<file path="src/rtl/gen_count_digitizer_if.sv">
// gen_count_digitizer_if
//   Bundles the request/result signals of the binary-to-BCD digitizer.
//   master : producer of requests (generation counter side / testbench)
//            drives start, value; observes busy, done, digits, lz_mask, overflow
//   slave  : the digitizer itself
//   Signals:
//     start    request conversion of value (sampled only when idle)
//     value    N_WIDTH-bit unsigned number to convert
//     busy     conversion in progress
//     done     one-cycle pulse, new result valid
//     digits   packed BCD, digit i at [4i+3:4i], digit 0 = units
//     lz_mask  bit i set when digit i is a leading zero (bit 0 always 0)
//     overflow last value did not fit in DIGITS decimal digits
interface gen_count_digitizer_if #(
  parameter int N_WIDTH = 16,
  parameter int DIGITS  = 4
) ();
  logic                  start;
  logic [N_WIDTH-1:0]    value;
  logic                  busy;
  logic                  done;
  logic [4*DIGITS-1:0]   digits;
  logic [DIGITS-1:0]     lz_mask;
  logic                  overflow;

  modport master (
    output start, value,
    input  busy, done, digits, lz_mask, overflow
  );

  modport slave (
    input  start, value,
    output busy, done, digits, lz_mask, overflow
  );
endinterface

</file>
<file path="src/rtl/gen_count_digitizer.sv">
// divide
//   Combinational unsigned divider.
//   numerator_i   N_WIDTH-bit dividend
//   denominator_i D_WIDTH-bit divisor (D_WIDTH <= N_WIDTH)
//   quotient_o    N_WIDTH-bit quotient
//   remainder_o   D_WIDTH-bit remainder (always < denominator_i)
//
// gen_count_digitizer
//   Converts the binary generation count into packed BCD, one decimal digit
//   per clock, and publishes digits, leading-zero mask and overflow together
//   on completion.
//   clk  system clock, all state on rising edge
//   rst  synchronous, active-high reset
//   bus  slave side of gen_count_digitizer_if (start/value in, results out)

module divide #(
  parameter int N_WIDTH = 16,
  parameter int D_WIDTH = 4
) (
  input  logic [N_WIDTH-1:0] numerator_i,
  input  logic [D_WIDTH-1:0] denominator_i,
  output logic [N_WIDTH-1:0] quotient_o,
  output logic [D_WIDTH-1:0] remainder_o
);
  assign quotient_o  = numerator_i / N_WIDTH'(denominator_i);
  // The remainder is below the divisor, so it always fits in D_WIDTH bits.
  assign remainder_o = D_WIDTH'(numerator_i % N_WIDTH'(denominator_i));
endmodule

module gen_count_digitizer #(
  parameter int N_WIDTH = 16,
  parameter int DIGITS  = 4
) (
  input logic clk,
  input logic rst,
  gen_count_digitizer_if.slave bus
);
  localparam int IDX_W = (DIGITS > 1) ? $clog2(DIGITS) : 1;
  localparam logic [IDX_W-1:0]    LAST_IDX = IDX_W'(DIGITS - 1);
  // Mask of the value 0: every digit above the units is a leading zero.
  localparam logic [DIGITS-1:0]   LZ_RESET = {{(DIGITS-1){1'b1}}, 1'b0};
  localparam logic [4*DIGITS-1:0] ALL_NINES = {DIGITS{4'h9}};

  typedef enum logic {IDLE, CONV} state_t;

  state_t                state_q;
  logic                  busy_q;
  logic                  done_q;
  logic [N_WIDTH-1:0]    work_q;
  logic [IDX_W-1:0]      idx_q;
  logic [4*DIGITS-1:0]   shadow_q;
  logic [4*DIGITS-1:0]   digits_q;
  logic [DIGITS-1:0]     lz_q;
  logic                  ovf_q;

  logic [N_WIDTH-1:0]    quotient;
  logic [3:0]            remainder;
  logic [4*DIGITS-1:0]   shadow_d;
  logic [DIGITS-1:0]     lz_d;
  logic [DIGITS:1]       zero_above;

  divide #(
    .N_WIDTH (N_WIDTH),
    .D_WIDTH (4)
  ) u_divide (
    .numerator_i   (work_q),
    .denominator_i (4'd10),
    .quotient_o    (quotient),
    .remainder_o   (remainder)
  );

  // Shadow with the current remainder dropped into slot idx. On the last
  // step this is the complete digit vector, so commit uses it directly.
  generate
    for (genvar gi = 0; gi < DIGITS; gi++) begin : g_slot
      assign shadow_d[4*gi +: 4] = (idx_q == IDX_W'(gi)) ? remainder
                                                        : shadow_q[4*gi +: 4];
    end
  endgenerate

  // zero_above[i]: digits i..DIGITS-1 of the final vector are all zero.
  assign zero_above[DIGITS] = 1'b1;
  generate
    for (genvar gi = 1; gi < DIGITS; gi++) begin : g_lz
      assign zero_above[gi] = zero_above[gi+1] & (shadow_d[4*gi +: 4] == 4'd0);
      assign lz_d[gi]       = zero_above[gi];
    end
  endgenerate
  assign lz_d[0] = 1'b0;

  always_ff @(posedge clk) begin
    if (rst) begin
      state_q  <= IDLE;
      busy_q   <= 1'b0;
      done_q   <= 1'b0;
      work_q   <= '0;
      idx_q    <= '0;
      shadow_q <= '0;
      digits_q <= '0;
      lz_q     <= LZ_RESET;
      ovf_q    <= 1'b0;
    end else begin
      done_q <= 1'b0;
      case (state_q)
        IDLE: begin
          if (bus.start) begin
            work_q   <= bus.value;
            idx_q    <= '0;
            shadow_q <= '0;
            busy_q   <= 1'b1;
            state_q  <= CONV;
          end
        end
        CONV: begin
          shadow_q <= shadow_d;
          work_q   <= quotient;
          idx_q    <= idx_q + IDX_W'(1);
          if (idx_q == LAST_IDX) begin
            // Anything left in the quotient after the top digit does not fit.
            state_q <= IDLE;
            busy_q  <= 1'b0;
            done_q  <= 1'b1;
            idx_q   <= '0;
            if (quotient != '0) begin
              ovf_q    <= 1'b1;
              digits_q <= ALL_NINES;
              lz_q     <= '0;
            end else begin
              ovf_q    <= 1'b0;
              digits_q <= shadow_d;
              lz_q     <= lz_d;
            end
          end
        end
        default: state_q <= IDLE;
      endcase
    end
  end

  assign bus.busy     = busy_q;
  assign bus.done     = done_q;
  assign bus.digits   = digits_q;
  assign bus.lz_mask  = lz_q;
  assign bus.overflow = ovf_q;
endmodule

</file>
<file path="src/flat_wrapper.sv">
// flat-port wrapper written by rule: the top's interface ports become plain ports
module gen_count_digitizer_flat 
#(
  parameter int N_WIDTH = 16,
  parameter int DIGITS  = 4
)
  (clk, rst, bus_start, bus_value, bus_busy, bus_done, bus_digits, bus_lz_mask, bus_overflow);
  gen_count_digitizer_if #(.N_WIDTH(N_WIDTH), .DIGITS(DIGITS)) bus_i ();
  input logic clk;
  input logic rst;
  input wire logic [$bits(bus_i.start)-1:0] bus_start;
  input wire logic [$bits(bus_i.value)-1:0] bus_value;
  output wire logic [$bits(bus_i.busy)-1:0] bus_busy;
  output wire logic [$bits(bus_i.done)-1:0] bus_done;
  output wire logic [$bits(bus_i.digits)-1:0] bus_digits;
  output wire logic [$bits(bus_i.lz_mask)-1:0] bus_lz_mask;
  output wire logic [$bits(bus_i.overflow)-1:0] bus_overflow;
  assign bus_i.start = bus_start;
  assign bus_i.value = bus_value;
  assign bus_busy = bus_i.busy;
  assign bus_done = bus_i.done;
  assign bus_digits = bus_i.digits;
  assign bus_lz_mask = bus_i.lz_mask;
  assign bus_overflow = bus_i.overflow;
  gen_count_digitizer #(.N_WIDTH(N_WIDTH), .DIGITS(DIGITS)) u_core (.clk(clk), .rst(rst), .bus(bus_i));
endmodule
</file>
<file path="config.mk">
export PLATFORM = sky130hd
export DESIGN_NAME = gen_count_digitizer_flat
export DESIGN_NICKNAME = d
export VERILOG_FILES = /design/src/rtl/gen_count_digitizer_if.sv /design/src/rtl/gen_count_digitizer.sv /design/src/flat_wrapper.sv
export SDC_FILE = /design/constraint.sdc
export NUM_CORES = 1
export LEC_CHECK = 0
export CAP_MARGIN = 10
export CORE_MARGIN = 1.5
export CORE_UTILIZATION = 35
export DETAILED_ROUTE_END_ITERATION = 16
export PLACE_DENSITY = 0.59
export SLEW_MARGIN = 10
export SYNTH_ARGS = -nofsm -noshare
export SYNTH_HDL_FRONTEND = slang
export SYNTH_HIERARCHICAL = 1
export SYNTH_SLANG_ARGS = --single-unit
</file>
<file path="constraint.sdc">
create_clock -name clk -period 28 [get_ports clk]
set_input_delay 4.2 -clock clk [delete_from_list [all_inputs] [get_ports clk]]
set_output_delay 4.2 -clock clk [all_outputs]
set_load 0.02 [all_outputs]
</file>
Word level (Yosys, flattened, before mapping)
Index checks and enable logic that the tools add are counted.
{"block": "word_totals", "reg_bits": 58, "latchBits": 0, "ram_bits": 0, "mem_bits_ro": 0, "inputBits": 19, "out_inout_bits": 23, "wordCells": 49, "mem_count": 0}
{"block": "classes", "addsub": 1, "multipliers": 0, "n_div": 2, "n_lt_le_gt_ge": 0, "n_eq_ne": 5, "shifts": 0, "n_mux": 21, "bitwise": 3, "reduce_logical": 8}
{"operator": "16-bit case mux with 2 select lines", "count": 2}
{"operator": "16-bit 2-to-1 mux", "count": 3}
{"operator": "4-bit 2-to-1 mux", "count": 5}
{"operator": "16-bit by 4-bit divider with 16-bit output (second input constant)", "count": 1}
{"operator": "16-bit by 4-bit remainder unit with 16-bit output (second input constant)", "count": 1}
{"operator": "16-bit nonzero test", "count": 1}
{"operator": "4-bit logical NOT", "count": 3}
{"operator": "1-bit 2-to-1 mux", "count": 6}
{"operator": "2-bit equality test (second input constant)", "count": 2}
{"operator": "2-bit 2-to-1 mux", "count": 2}
{"operator": "2-bit != test (second input constant)", "count": 2}
{"operator": "1-bit case mux with 2 select lines", "count": 2}
{"operator": "2-bit case mux with 2 select lines", "count": 1}
{"operator": "2-bit AND reduction", "count": 2}
{"operator": "2-bit by 1-bit adder with 2-bit output (second input constant)", "count": 1}
{"operator": "1-bit AND", "count": 2}
{"operator": "2-bit by 1-bit equality test with 1-bit output (second input constant)", "count": 1}
{"operator": "2-bit logical NOT", "count": 1}
{"operator": "2-bit OR reduction", "count": 1}
{"operator": "1-bit inverter", "count": 1}

Longest topological paths before layout
Gate-level depths: netlist of the first run.
{"block": "depth", "ltp_word": 6, "depth_mapped": 145, "depth_no_buf": 139}

By module
Netlist of the first run, hierarchy kept.
{"mod": "divide", "instances": 1, "cells_per_inst": 684, "area_per_inst_um2": 4847.1, "seq_area_each_um2": 0.0}
{"mod": "gen_count_digitizer", "instances": 1, "cells_per_inst": 266, "area_per_inst_um2": 2387.3, "seq_area_each_um2": 1081.0}

Least setup slack after synthesis of the first run
Ideal clock, no wire load.
{"block": "synth_timing", "path_type": "register to register", "startpoint": "register u_core.work_q[15]", "endpoint": "register u_core.lz_q[1] (netlist: u_core/bus.lz_mask[1])", "setup_ns": 0.069, "arrival_ns": 24.577, "required_time_ns": 27.931, "setup_slack_ns": 3.354, "path_stages_with_launch": 133, "n_path_buf": 7, "period_less_slack_ns": 24.646, "path_cell_list": "dfxtp_1 > a2bb2oi_1 > mux2_4 > a21o_1 > ha_1 > a21boi_0 > nor2_1 > mux2i_1 > inv_1 > ha_1 > nor2_1 > a21oi_1 > a21oi_1 > and2_1 > clkbuf_1 > nor2_1 > a21oi_1 > ha_1 > (+97 left out) > o32ai_1 > and3_1 > nand3_1 > nor2_1 > a21oi_1 > fa_1 > a21oi_1 > nor2b_1 > o21ai_0 > nand2b_1 > a2111o_1 > a2111o_1 > a311oi_2 > mux2_2 > clkbuf_1 > nor4_1 > o221ai_1 > o21ai_1"}
{"block": "synth_between", "elab_cells_between_ends": 12, "classes_between": "div (2); mux (4); bitwise (2); reduce/logical (4)"}
{"element": "start, declared", "line": "gen_count_digitizer.sv:49", "rtl": "logic [N_WIDTH-1:0] work_q;"}
{"element": "start signal, assigned", "line": "gen_count_digitizer.sv:107", "rtl": "work_q <= bus.value;"}
{"element": "start signal, assigned", "line": "gen_count_digitizer.sv:116", "rtl": "work_q <= quotient;"}
{"element": "16-bit by 4-bit divider with 16-bit output", "line": "gen_count_digitizer.sv:25", "rtl": "assign quotient_o = numerator_i / N_WIDTH'(denominator_i);"}
{"element": "net u_core.quotient[11]", "line": "gen_count_digitizer.sv:56", "rtl": "logic [N_WIDTH-1:0] quotient;"}
{"element": "16-bit nonzero test", "line": "gen_count_digitizer.sv:124", "rtl": "if (quotient != '0) begin"}
{"element": "4-bit 2-to-1 mux", "line": "gen_count_digitizer.sv:124"}
{"element": "end signal, assigned", "line": "gen_count_digitizer.sv:131", "rtl": "lz_q <= lz_d;"}
{"element": "end, declared", "line": "gen_count_digitizer.sv:53", "rtl": "logic [DIGITS-1:0] lz_q;"}
The timed path passes the listed nets, and every way through them passes these cells.
A chain may end at the register's enable or synchronous reset.

Worst setup path after layout of the first run
{"block": "layout_timing", "startpoint": "register u_core.work_q[15]", "endpoint": "register u_core.lz_q[2] (netlist: u_core/bus.lz_mask[2])"}
Same word-level chain as after synthesis.

==> results of run 1 <==
[worst max-delay path by stage]
stage,to,slack (ps),cells after the start
6_report,u_core/bus.lz_mask[2]$_SDFFE_PP1P_,2150,130
5_1_grt,u_core/bus.lz_mask[1]$_SDFFE_PP1P_,-30,130
4_1_cts,u_core/bus.lz_mask[1]$_SDFFE_PP1P_,1160,131
3_5_place_dp,u_core/bus.lz_mask[1]$_SDFFE_PP1P_,1300,130
3_3_place_gp,u_core/bus.lz_mask[1]$_SDFFE_PP1P_,1650,131
2_1_floorplan,u_core/bus.lz_mask[1]$_SDFFE_PP1P_,3350,132
[synthesized netlist by cell type (14+ instances only)]
master    count
o21ai_0      49
nand2b_1     14
mux2_2       14
a21o_1       19
ha_1         63
xnor2_1      22
nor2_1      113
clkbuf_1     35
dfxtp_1      54
inv_1        27
nor3_1       31
nand2_1      61
nand3_1      19
mux2i_1      39
a21oi_1      81
o21a_1       26
[per-stage QoR]
stage | util | hold WS (ps) | std cells
2_1_floorplan | - | 453 | 967
3_3_place_gp | 0.405 | 449 | 1275
3_5_place_dp | 0.405 | 452 | 1275
4_1_cts | 0.414 | 459 | 1283
5_1_grt | 0.418 | 473 | 1287
6_report | 0.418 | 455 | 1287
[logic make-up after synthesis]
group                      count (synthesis)
and+or+nand+nor                          343
AOI/OAI and AO/OA                        314
buffers and inverters                     81
adders and majority gates                 64
muxes                                     58
DFF                                       54
xor gates and xnor gates                  34
other                                      2
[placed cells by master, fill, tap and decap left out, types with 6 or more instances in the layout]
cell / count
a21boi_0: 7
a21o_1: 19
a21oi_1: 79
a31o_2: 6
a31oi_1: 13
a32oi_1: 12
and2_1: 9
and3_1: 8
buf_4: 48
clkdlybuf4s50_1: 39
conb_1: 19
dfxtp_1: 53
ha_1: 63
inv_1: 27
mux2_2: 14
mux2i_1: 38
nand2_1: 61
nand2b_1: 14
nand3_1: 19
nand4_1: 12
nor2_1: 110
nor2b_1: 6
nor3_1: 31
nor3b_1: 7
nor4_1: 12
o211ai_1: 12
o21a_1: 26
o21ai_0: 49
o31ai_1: 7
o31ai_2: 9
or3_1: 9
xnor2_1: 22
xor2_1: 12
[state kept, by name (all words and copies together), names as in the netlist]
name                 count
u_core/bus.digits       16
u_core/state_q           1
u_core/bus.done          1
u_core/shadow_q         13
u_core/bus.overflow      1
u_core/bus.busy          1
u_core/idx_q             2
u_core/bus.lz_mask       3
u_core/work_q           16
[worst register-to-register path, delay by kind of cell, from the launching register on]
family	cells	cell delay, ps
adders and majority gates	13	3910
DFF	1	330
buffers and inverters	12	1570
muxes	6	1820
AOI/OAI and AO/OA	57	10100
and+or+nand+nor	42	8040
[what timing repair did]
item | 4_1_cts | 5_1_grt
gates resized for setup | 0 | 9
buffers inserted | 0 | 4
endpoints found under the setup margin | 0 | 34
[layer usage]
layer,part of all wire,track usage
met1,0.49,0.258
met2,0.47,0.317
met3,0.033,0.0115
met4,0.0058,0.0232
met5,0,0
[final cells by class]
class	instances	area share
well taps	270	0.0400
multi-input cells	832	0.699
clock buffers	6	0.0164
clock inverters	2	0.00711
repair buffers	90	0.0942
flip-flops and latches	54	0.128
inverters	33	0.0153
==> flow_metrics.env, run 1 <==
export IMPL_hpwlAfterDp_um=15700
export IMPL_compound_cell_area_share_of_the_yosys_netlist=0.312
export IMPL_worstSetupEndpointType="flip-flop"
export IMPL_cts_sink_count=54
export IMPL_synth_top_family_by_area="compound AO/OA/AOI/OAI gates"
export IMPL_layout_cell_area_non_filler_um2=8450
export IMPL_post_route_drc=0
export IMPL_worst_hold_startpoint="u_core/bus.busy$_SDFFE_PP0P_"
export IMPL_first_global_vias=6594
export IMPL_dieArea_um2=21500
export IMPL_rrSetupSlack_ps=2150
export IMPL_std_cell_rows=52
export IMPL_worst_slack_at_placement_ps=1300
export IMPL_layout_drive_gt1_share=0.151
export IMPL_cpLargestDelayFamily="compound AO/OA/AOI/OAI gates"
export IMPL_antenna_diode_count=0
export IMPL_status="finished, final reports clean"
export IMPL_starting_density=0.358
export IMPL_multi_input_comb_area_um2=5910
export IMPL_initial_antenna_violation_count=0
export IMPL_sequential_cell_area_um2=1080
export IMPL_post_synth_and_or_nand_nor_area_fraction=0.248
export IMPL_final_period_utilization=0.923
export IMPL_num_nets_final=1099
export IMPL_dr_first_iter_drc_count=360
export IMPL_synth_async_reset_ratio=0
export IMPL_cp_data_required_time_ps=28220
export IMPL_dieHeight_um=147
export IMPL_portBuffers=40
export IMPL_timing_hold_worst_path_depth=2
export IMPL_synthDistinctLibCells=100
export IMPL_setup_tns_final_ps=0
export IMPL_setup_worst_path_start_class="flip-flop"
export IMPL_synth_warning_count=6
export IMPL_avgSynthCellArea_um2=7.62
export IMPL_clk_pin_slew_ps=70
export IMPL_crit_reg2reg_launch="u_core/work_q[15]$_SDFFE_PP0P_"
export IMPL_slew_headroom=0.408
export IMPL_post_synth_fa_ha_maj_area_fraction=0.112
export IMPL_setup_worst_path_class="flip-flop to flip-flop"
export IMPL_synth_enable_flop_cells=0
export IMPL_synth_top_area_cell="dfxtp_1"
export IMPL_syn_to_final_growth_pct=16.8
export IMPL_coreArea_um2=20200
export IMPL_routed_wl_um=20200
export IMPL_critical_path_max_stage_delay_ps=530
export IMPL_clock_tree_buffer_depth=2
export IMPL_synth_cell_area_um2=7230
export IMPL_setup_ws_ps=2150
export IMPL_finalWorstPathRequiredPeriod_ps=25850
export IMPL_holdCritPathClass="flip-flop to flip-flop"
export IMPL_finalSetupViolCount=0
export IMPL_critical_path_startpoint="u_core/work_q[15]$_SDFFE_PP0P_"
export IMPL_worst_r2r_path_depth=130
export IMPL_gr_total_overflow=0
export IMPL_path_common_cell="a21oi_1"
export IMPL_critical_path_buf_inv_count=12
export IMPL_synthesis_stage_register_bit_count=54
export IMPL_avgViaCountPerCell=5.61
export IMPL_cts_buffers=5
export IMPL_detailedRoute_firstPassIterationCount=6
export IMPL_post_cts_hold_buffer_count=0
export IMPL_netlist_area_leader_share=0.149
export IMPL_synthFlopType="dfxtp_1"
export IMPL_whs_endpoint="u_core/bus.busy$_SDFFE_PP0P_"
export IMPL_synth_xor_xnor_area_share=0.0412
export IMPL_grt_start_max_net_pins=46
export IMPL_route_vias_total=7226
export IMPL_final_fill_count=2068
export IMPL_max_cap_violations=0
export IMPL_ioPinCount=42
export IMPL_area_after_dpl_um2=8190
export IMPL_grt_first_pass_wirelength_um=33200
export IMPL_tritoncts="yes"
export IMPL_all_layer_global_routing_usage=0.184
export IMPL_slew_viol_final=0
export IMPL_hold_violations=0
export IMPL_die_w_um=147
export IMPL_htree_levels=2
export IMPL_arrival_ps=26070
export IMPL_detail_route_antenna_nets=0
export IMPL_clock_latency_ps=290
export IMPL_synth_mux_area_frac=0.0882
export IMPL_fmax_mhz=38.7
export IMPL_synth_yosys_seq_area_share=0.149
export IMPL_max_slew_worst_pin_slew_ps=888
export IMPL_clock_skew_after_layout_ps=3.42
export IMPL_finalWeightedCongestion=0.865
export IMPL_route_detailed_wl_per_inst_um=15.7
export IMPL_netlist_top_cells_area="dfxtp_1, ha_1, nor2_1, a21oi_1, mux2i_1"
export IMPL_worst_path_max_fanout=9
export IMPL_cp_slowest_cell="or3_1"
export IMPL_synthesis_instances=950
export IMPL_root_buf_cell="clkbuf_16"
export IMPL_crit_reg2reg_capture="u_core/bus.lz_mask[2]$_SDFFE_PP1P_"
Power of run 1 is not shown: default switching activity piles up to over one toggle a cycle in this logic, so the estimate is an artifact.
==> run 2: changes to the inputs <==
- PLACE_DENSITY: 0.59 -> 0.6
- SYNTH_HIERARCHICAL: 1 -> default
==> run 2 against run 1 <==
  * Via count down 31%
  * Wire length down 30%
  * Critical path type unchanged
  * Largest cell class unchanged
  * Maximum frequency rose to 4.0 times the previous value
  * Global-route usage increased by 1.1 points
  * Count of clock-buffer cells in the layout up 9
==> flow_metrics.env, run 2 <==
export IMPL_synthesis_stage_register_bit_count=57
export IMPL_all_layer_global_routing_usage=0.195
export IMPL_setup_worst_path_class="flip-flop to flip-flop"
export IMPL_finalPower_mw=0.387
export IMPL_ioPinCount=42
export IMPL_status="finished, final reports clean"
export IMPL_final_fill_count=1410
export IMPL_layout_cell_area_non_filler_um2=5640
export IMPL_crit_path_cell_trace="nor2b_1, a22o_1, o31ai_4, and3_1, o31a_1, nor2_1, a211oi_2, o32ai_4, o21bai_2, a32o_1, a221o_1, a211o_1, a32oi_2, o2bb2ai_2, a2111oi_1, nand4_1, o31ai_2"
export IMPL_most_common_layout_cells="nor2_1, dfxtp_1, nand2_1, a21oi_1, clkdlybuf4s50_1"
export IMPL_synthDistinctLibCells=108
export IMPL_initial_antenna_violation_count=0
export IMPL_gr_total_overflow=0
export IMPL_sequential_cell_area_um2=1140
export IMPL_hold_violations=0
export IMPL_max_cap_violations=0
export IMPL_grt_first_pass_wirelength_um=23700
export IMPL_post_route_drc=0
export IMPL_synth_yosys_seq_area_share=0.230
export IMPL_cts_buffers=9
export IMPL_layout_drive_gt1_share=0.109
export IMPL_whs_ps=446
export IMPL_synth_most_common_cell="nor2_1"
export IMPL_synth_net_count=659
export IMPL_finalWorstPathRequiredPeriod_ps=6490
export IMPL_clk_pin_slew_ps=50
export IMPL_syn_to_final_growth_pct=13.5
export IMPL_post_cts_buffers=0
export IMPL_finalWeightedCongestion=0.929
export IMPL_max_slew_worst_pin_slew_ps=965
export IMPL_clock_skew_after_layout_ps=4.05
export IMPL_fmax_mhz=154
export IMPL_htree_levels=3
export IMPL_clockPowerShare=0.299
export IMPL_grt_setup_unrepaired="false"
export IMPL_multi_input_comb_area_um2=3470
export IMPL_routed_wl_um=14200
export IMPL_coreArea_um2=13900
export IMPL_final_util=0.406
export IMPL_critical_path_max_stage_delay_ps=830
export IMPL_final_period_utilization=0.232
export IMPL_cts_sink_count=57
export IMPL_std_cell_rows=43
export IMPL_antenna_diode_count=0
export IMPL_synth_async_reset_ratio=0
export IMPL_slew_viol_final=0
export IMPL_cp_slowest_cell="dfxtp_1"
export IMPL_synth_top_area_cell="dfxtp_1"
export IMPL_dr_first_iter_drc_count=540
export IMPL_arrival_ps=6730
export IMPL_route_vias_total=4981
export IMPL_clock_latency_ps=320
export IMPL_met2_wirelength_um=6520
export IMPL_num_nets_final=650
export IMPL_synth_warning_count=0
export IMPL_post_cts_hold_buffer_count=0
export IMPL_final_common_cell="nor2_1"
export IMPL_holdCritPathClass="flip-flop to flip-flop"
export IMPL_detail_route_antenna_nets=0
export IMPL_synth_top_cells_by_count="nor2_1, dfxtp_1, nand2_1"
export IMPL_power_frac_comb=0.449
export IMPL_dieHeight_um=122
export IMPL_cellLeakagePower_nw=1.98
export IMPL_pwr_density_cell_nw_per_um2=68.6
export IMPL_finalNonFillerCells=812
export IMPL_setup_ws_ps=21510
export IMPL_met3_routed_length_um=764
export IMPL_setup_worst_path_start_class="flip-flop"
export IMPL_setup_tns_final_ps=0
export IMPL_first_global_vias=4681
export IMPL_cp_data_required_time_ps=28240
export IMPL_die_w_um=122
export IMPL_hpwlAfterDp_um=9840
export IMPL_grt_start_max_net_pins=53
export IMPL_top_layer_used="met4"
export IMPL_synthesis_instances=636
export IMPL_sequentialPowerShare=0.252
export IMPL_worstSetupEndpointType="flip-flop"
export IMPL_post_cts_resized=0
export IMPL_vdd_ir_drop_worst_mv=0.0275
export IMPL_starting_density=0.358
export IMPL_netlist_top_cells_area="dfxtp_1, nor2_1, a21oi_1, mux2i_1, nand2_1"
export IMPL_dp_cells=796
export IMPL_detailedRoute_firstPassIterationCount=5
export IMPL_netlist_area_leader_share=0.230
export IMPL_netSwitchingFraction=0.397
export IMPL_portBuffers=40
export IMPL_worst_path_max_fanout=26
export IMPL_finalSetupViolCount=0
export IMPL_synthFlopType="dfxtp_1"
export IMPL_tritoncts="yes"
export IMPL_total_switching_power_mw=0.154
export IMPL_area_after_dpl_um2=5310
export IMPL_avgViaCountPerCell=6.13
export IMPL_root_buf_cell="clkbuf_16"
export IMPL_slew_headroom=0.356
export IMPL_worst_slack_at_placement_ps=21700
export IMPL_internal_power_mw=0.233
export IMPL_route_detailed_wl_per_inst_um=17.5
export IMPL_clock_tree_buffer_depth=2
export IMPL_synth_cell_area_um2=4970
export IMPL_dieArea_um2=14900
export IMPL_detail_route_wirelength_met1_um=6730
export IMPL_synth_enable_flop_cells=0
export IMPL_avgSynthCellArea_um2=7.81
## run 2: layer usage
layer,GRT usage,up-vias
met3,0.0379,20
met5,0,-
met4,0.0567,0
met2,0.305,178
li1,-,2398
met1,0.271,2385
## run 2: cell families after synthesis
kind of cell               synth area share
muxes                                0.0529
AOI/OAI and AO/OA                     0.367
adders and majority gates            0.0144
DFF                                   0.230
and+or+nand+nor                       0.245
buffers and inverters                0.0728
other                              0.000755
xor gates and xnor gates             0.0176
## run 2: worst max-delay path, delay by kind of cell (launching register included)
| family | cells | cell delay (ps) |
|---|---|---|
| simple gates | 4 | 1740 |
| compound gates | 13 | 3840 |
| flops | 1 | 830 |
## run 2: path summary, 6_finish.rpt
kind	start	endpoint	slack, ps	depth (start not counted)
max	u_core.work_q[14]$_SDFFE_PP0P_	u_core.bus.lz_mask[1]$_SDFFE_PP1P_	21510	17
min	u_core.bus.digits[2]$_SDFFE_PP0P_	u_core.bus.digits[2]$_SDFFE_PP0P_	450	2
max reg2reg	u_core.work_q[14]$_SDFFE_PP0P_	u_core.bus.lz_mask[1]$_SDFFE_PP1P_	21510	17
min reg2reg	u_core.bus.digits[2]$_SDFFE_PP0P_	u_core.bus.digits[2]$_SDFFE_PP0P_	450	2
## run 2: area by class of cell
cell class | count | share of cell area
Clock buffer | 15 | 0.0528
Clock inverter | 1 | 0.00532
Inverter | 17 | 0.0113
Multi-Input combinational cell | 499 | 0.614
Sequential cell | 57 | 0.202
Tap cell | 180 | 0.0399
Timing Repair Buffer | 43 | 0.0741
## run 2: power groups by stage
stage | sequential [mW] | clock, mW | combinational, mW
after floorplan | 0.0895 | 0 | 0.152
after global placement | 0.0984 | 0 | 0.168
after detailed placement | 0.0986 | 0 | 0.170
after CTS | 0.0971 | 0.117 | 0.171
after global routing | 0.0985 | 0.122 | 0.191
final | 0.0976 | 0.116 | 0.174
Note: power is estimated with default switching activity, not from simulation.
==> run 3: changes to the inputs <==
- PLACE_DENSITY: 0.6 -> 0.62
- clock period: 28 -> 5.4 ns (I/O delays scaled with it)
==> run 3 against run 2 <==
  * First-iteration DRC count increased by 2.0%
  * Clock power grew to 4.4 times the previous value
  * Worst setup slack lost 21000 ps
  * Hold slack better by 2.9 ps
  * Design area is 6.4% higher
  * Final cell count grew 5.3%
  * Core utilization grew 2.6 points
  * Via count rose by 4.7%
  * Sequential share of layout area fell by 1.2 points
  * Wire length is 7.5% higher
  * Critical path type unchanged
  * Critical endpoint unchanged
  * Highest routed layer unchanged
==> flow_metrics.env, run 3 (synthesis results as in run 2) <==
export IMPL_max_slew_worst_pin_slew_ps=958
export IMPL_finalSetupViolCount=0
export IMPL_post_cts_resized=0
export IMPL_setup_worst_path_start_class="flip-flop"
export IMPL_setup_worst_path_class="flip-flop to flip-flop"
export IMPL_clockPowerShare=0.245
export IMPL_setup_ws_ps=150
export IMPL_grt_start_max_net_pins=53
export IMPL_cp_data_required_time_ps=5650
export IMPL_cellLeakagePower_nw=2.18
export IMPL_power_frac_comb=0.519
export IMPL_worst_path_max_fanout=19
export IMPL_initial_antenna_violation_count=0
export IMPL_internal_power_mw=1.23
export IMPL_dieArea_um2=14900
export IMPL_post_route_drc=0
export IMPL_status="finished, final reports clean"
export IMPL_cts_buffers=9
export IMPL_routed_wl_um=15300
export IMPL_grt_first_pass_wirelength_um=24400
export IMPL_clock_latency_ps=330
export IMPL_starting_density=0.358
export IMPL_dp_cells=839
export IMPL_post_cts_buffers=0
export IMPL_grt_setup_unrepaired="true"
export IMPL_sequentialPowerShare=0.236
export IMPL_route_vias_total=5217
export IMPL_worstSetupEndpointType="flip-flop"
export IMPL_finalNonFillerCells=855
export IMPL_worst_slack_at_placement_ps=82.5
export IMPL_area_after_dpl_um2=5640
export IMPL_crit_path_cell_trace="buf_4, or3b_1, a31o_1, o211a_2, maj3_2, a211oi_4, buf_4, nor3_4, a21boi_2, o221a_2, a21oi_1, or4_1, and3_2, a211o_1, a32oi_2, o2bb2ai_2, mux2_2, or3b_1, o31ai_2"
export IMPL_setup_tns_final_ps=0
export IMPL_root_buf_cell="clkbuf_16"
export IMPL_layout_cell_area_non_filler_um2=6000
export IMPL_holdCritPathClass="flip-flop to flip-flop"
export IMPL_ioPinCount=42
export IMPL_vdd_ir_drop_worst_mv=0.142
export IMPL_post_cts_hold_buffer_count=0
export IMPL_dieHeight_um=122
export IMPL_pwr_density_cell_nw_per_um2=346
export IMPL_fmax_mhz=190
export IMPL_slew_headroom=0.361
export IMPL_detail_route_antenna_nets=0
export IMPL_clk_pin_slew_ps=50
export IMPL_cts_sink_count=57
export IMPL_detailedRoute_firstPassIterationCount=6
export IMPL_arrival_ps=5500
export IMPL_netSwitchingFraction=0.410
export IMPL_syn_to_final_growth_pct=20.8
export IMPL_clock_skew_after_layout_ps=12.0
export IMPL_final_common_cell="nor2_1"
export IMPL_max_cap_violations=0
export IMPL_finalWorstPathRequiredPeriod_ps=5250
export IMPL_critical_path_buf_inv_count=2
export IMPL_hold_violations=0
export IMPL_finalPower_mw=2.08
export IMPL_die_w_um=122
export IMPL_cpLargestDelayFamily="compound AO/OA/AOI/OAI gates"
export IMPL_slew_viol_final=0
export IMPL_critical_path_max_stage_delay_ps=510
export IMPL_tritoncts="yes"
export IMPL_final_period_utilization=0.972
export IMPL_num_nets_final=695
export IMPL_gr_total_overflow=0
export IMPL_first_global_vias=4896
export IMPL_layout_drive_gt1_share=0.190
export IMPL_dr_first_iter_drc_count=551
export IMPL_final_fill_count=1393
export IMPL_finalWeightedCongestion=0.920
export IMPL_all_layer_global_routing_usage=0.202
export IMPL_std_cell_rows=43
export IMPL_most_common_layout_cells="nor2_1, dfxtp_1, buf_4, nand2_1, a21oi_1"
export IMPL_portBuffers=40
export IMPL_clock_tree_buffer_depth=2
export IMPL_avgViaCountPerCell=6.10
export IMPL_coreArea_um2=13900
export IMPL_total_switching_power_mw=0.853
export IMPL_route_detailed_wl_per_inst_um=17.9
export IMPL_antenna_diode_count=0
export IMPL_cp_slowest_cell="or4_1"
export IMPL_hpwlAfterDp_um=10800
export IMPL_htree_levels=3
## run 3: layer usage
| layer | vias up | track usage | part of all wire |
|---|---|---|---|
| met5 | - | 0 | 0 |
| met4 | 0 | 0.0683 | 0.022 |
| met3 | 29 | 0.0286 | 0.059 |
| met2 | 206 | 0.318 | 0.45 |
| met1 | 2495 | 0.283 | 0.47 |
| li1 | 2487 | - | - |
## run 3: worst paths after layout
kind / slack [ps] / startpoint / depth (start not counted) / to
setup / recovery: 150 / u_core.work_q[13]$_SDFFE_PP0P_ / 19 / u_core.bus.lz_mask[1]$_SDFFE_PP1P_
hold / removal: 450 / u_core.bus.digits[1]$_SDFFE_PP0P_ / 2 / u_core.bus.digits[1]$_SDFFE_PP0P_
setup reg to reg: 150 / u_core.work_q[13]$_SDFFE_PP0P_ / 19 / u_core.bus.lz_mask[1]$_SDFFE_PP1P_
hold reg to reg: 450 / u_core.bus.digits[1]$_SDFFE_PP0P_ / 2 / u_core.bus.digits[1]$_SDFFE_PP0P_
## run 3: final cells by class
class / count / area (um2) / area share
clock buffers: 11 / 253 / 0.0421
clock inverters: 3 / 17.5 / 0.00292
inverters: 17 / 63.8 / 0.0106
multi-input cells: 501 / 3560 / 0.593
flip-flops and latches: 57 / 1140 / 0.191
well taps: 180 / 225 / 0.0375
repair buffers: 86 / 741 / 0.123
## run 3: tightest hold or removal path, stage by stage (launching register included)
cell	delay, ps
dfxtp_1	300
nand2_1	50
o21ai_1	50
## run 3: through the flow
stage                     hold WS (ps)  utilization
after floorplan                    449            -
after CTS                          451        0.426
after global routing               471        0.432
after detailed placement           444        0.406
final                              449        0.432
after global placement             441        0.406
## run 3: power groups by stage
stage / Combinational [mW] / Sequential [mW] / Clock [mW]
4_1_cts: 1.03 / 0.487 / 0.517
3_5_place_dp: 1.02 / 0.495 / 0
2_1_floorplan: 0.786 / 0.464 / 0
6_report: 1.08 / 0.490 / 0.510
3_3_place_gp: 1.02 / 0.494 / 0
5_1_grt: 1.17 / 0.494 / 0.536
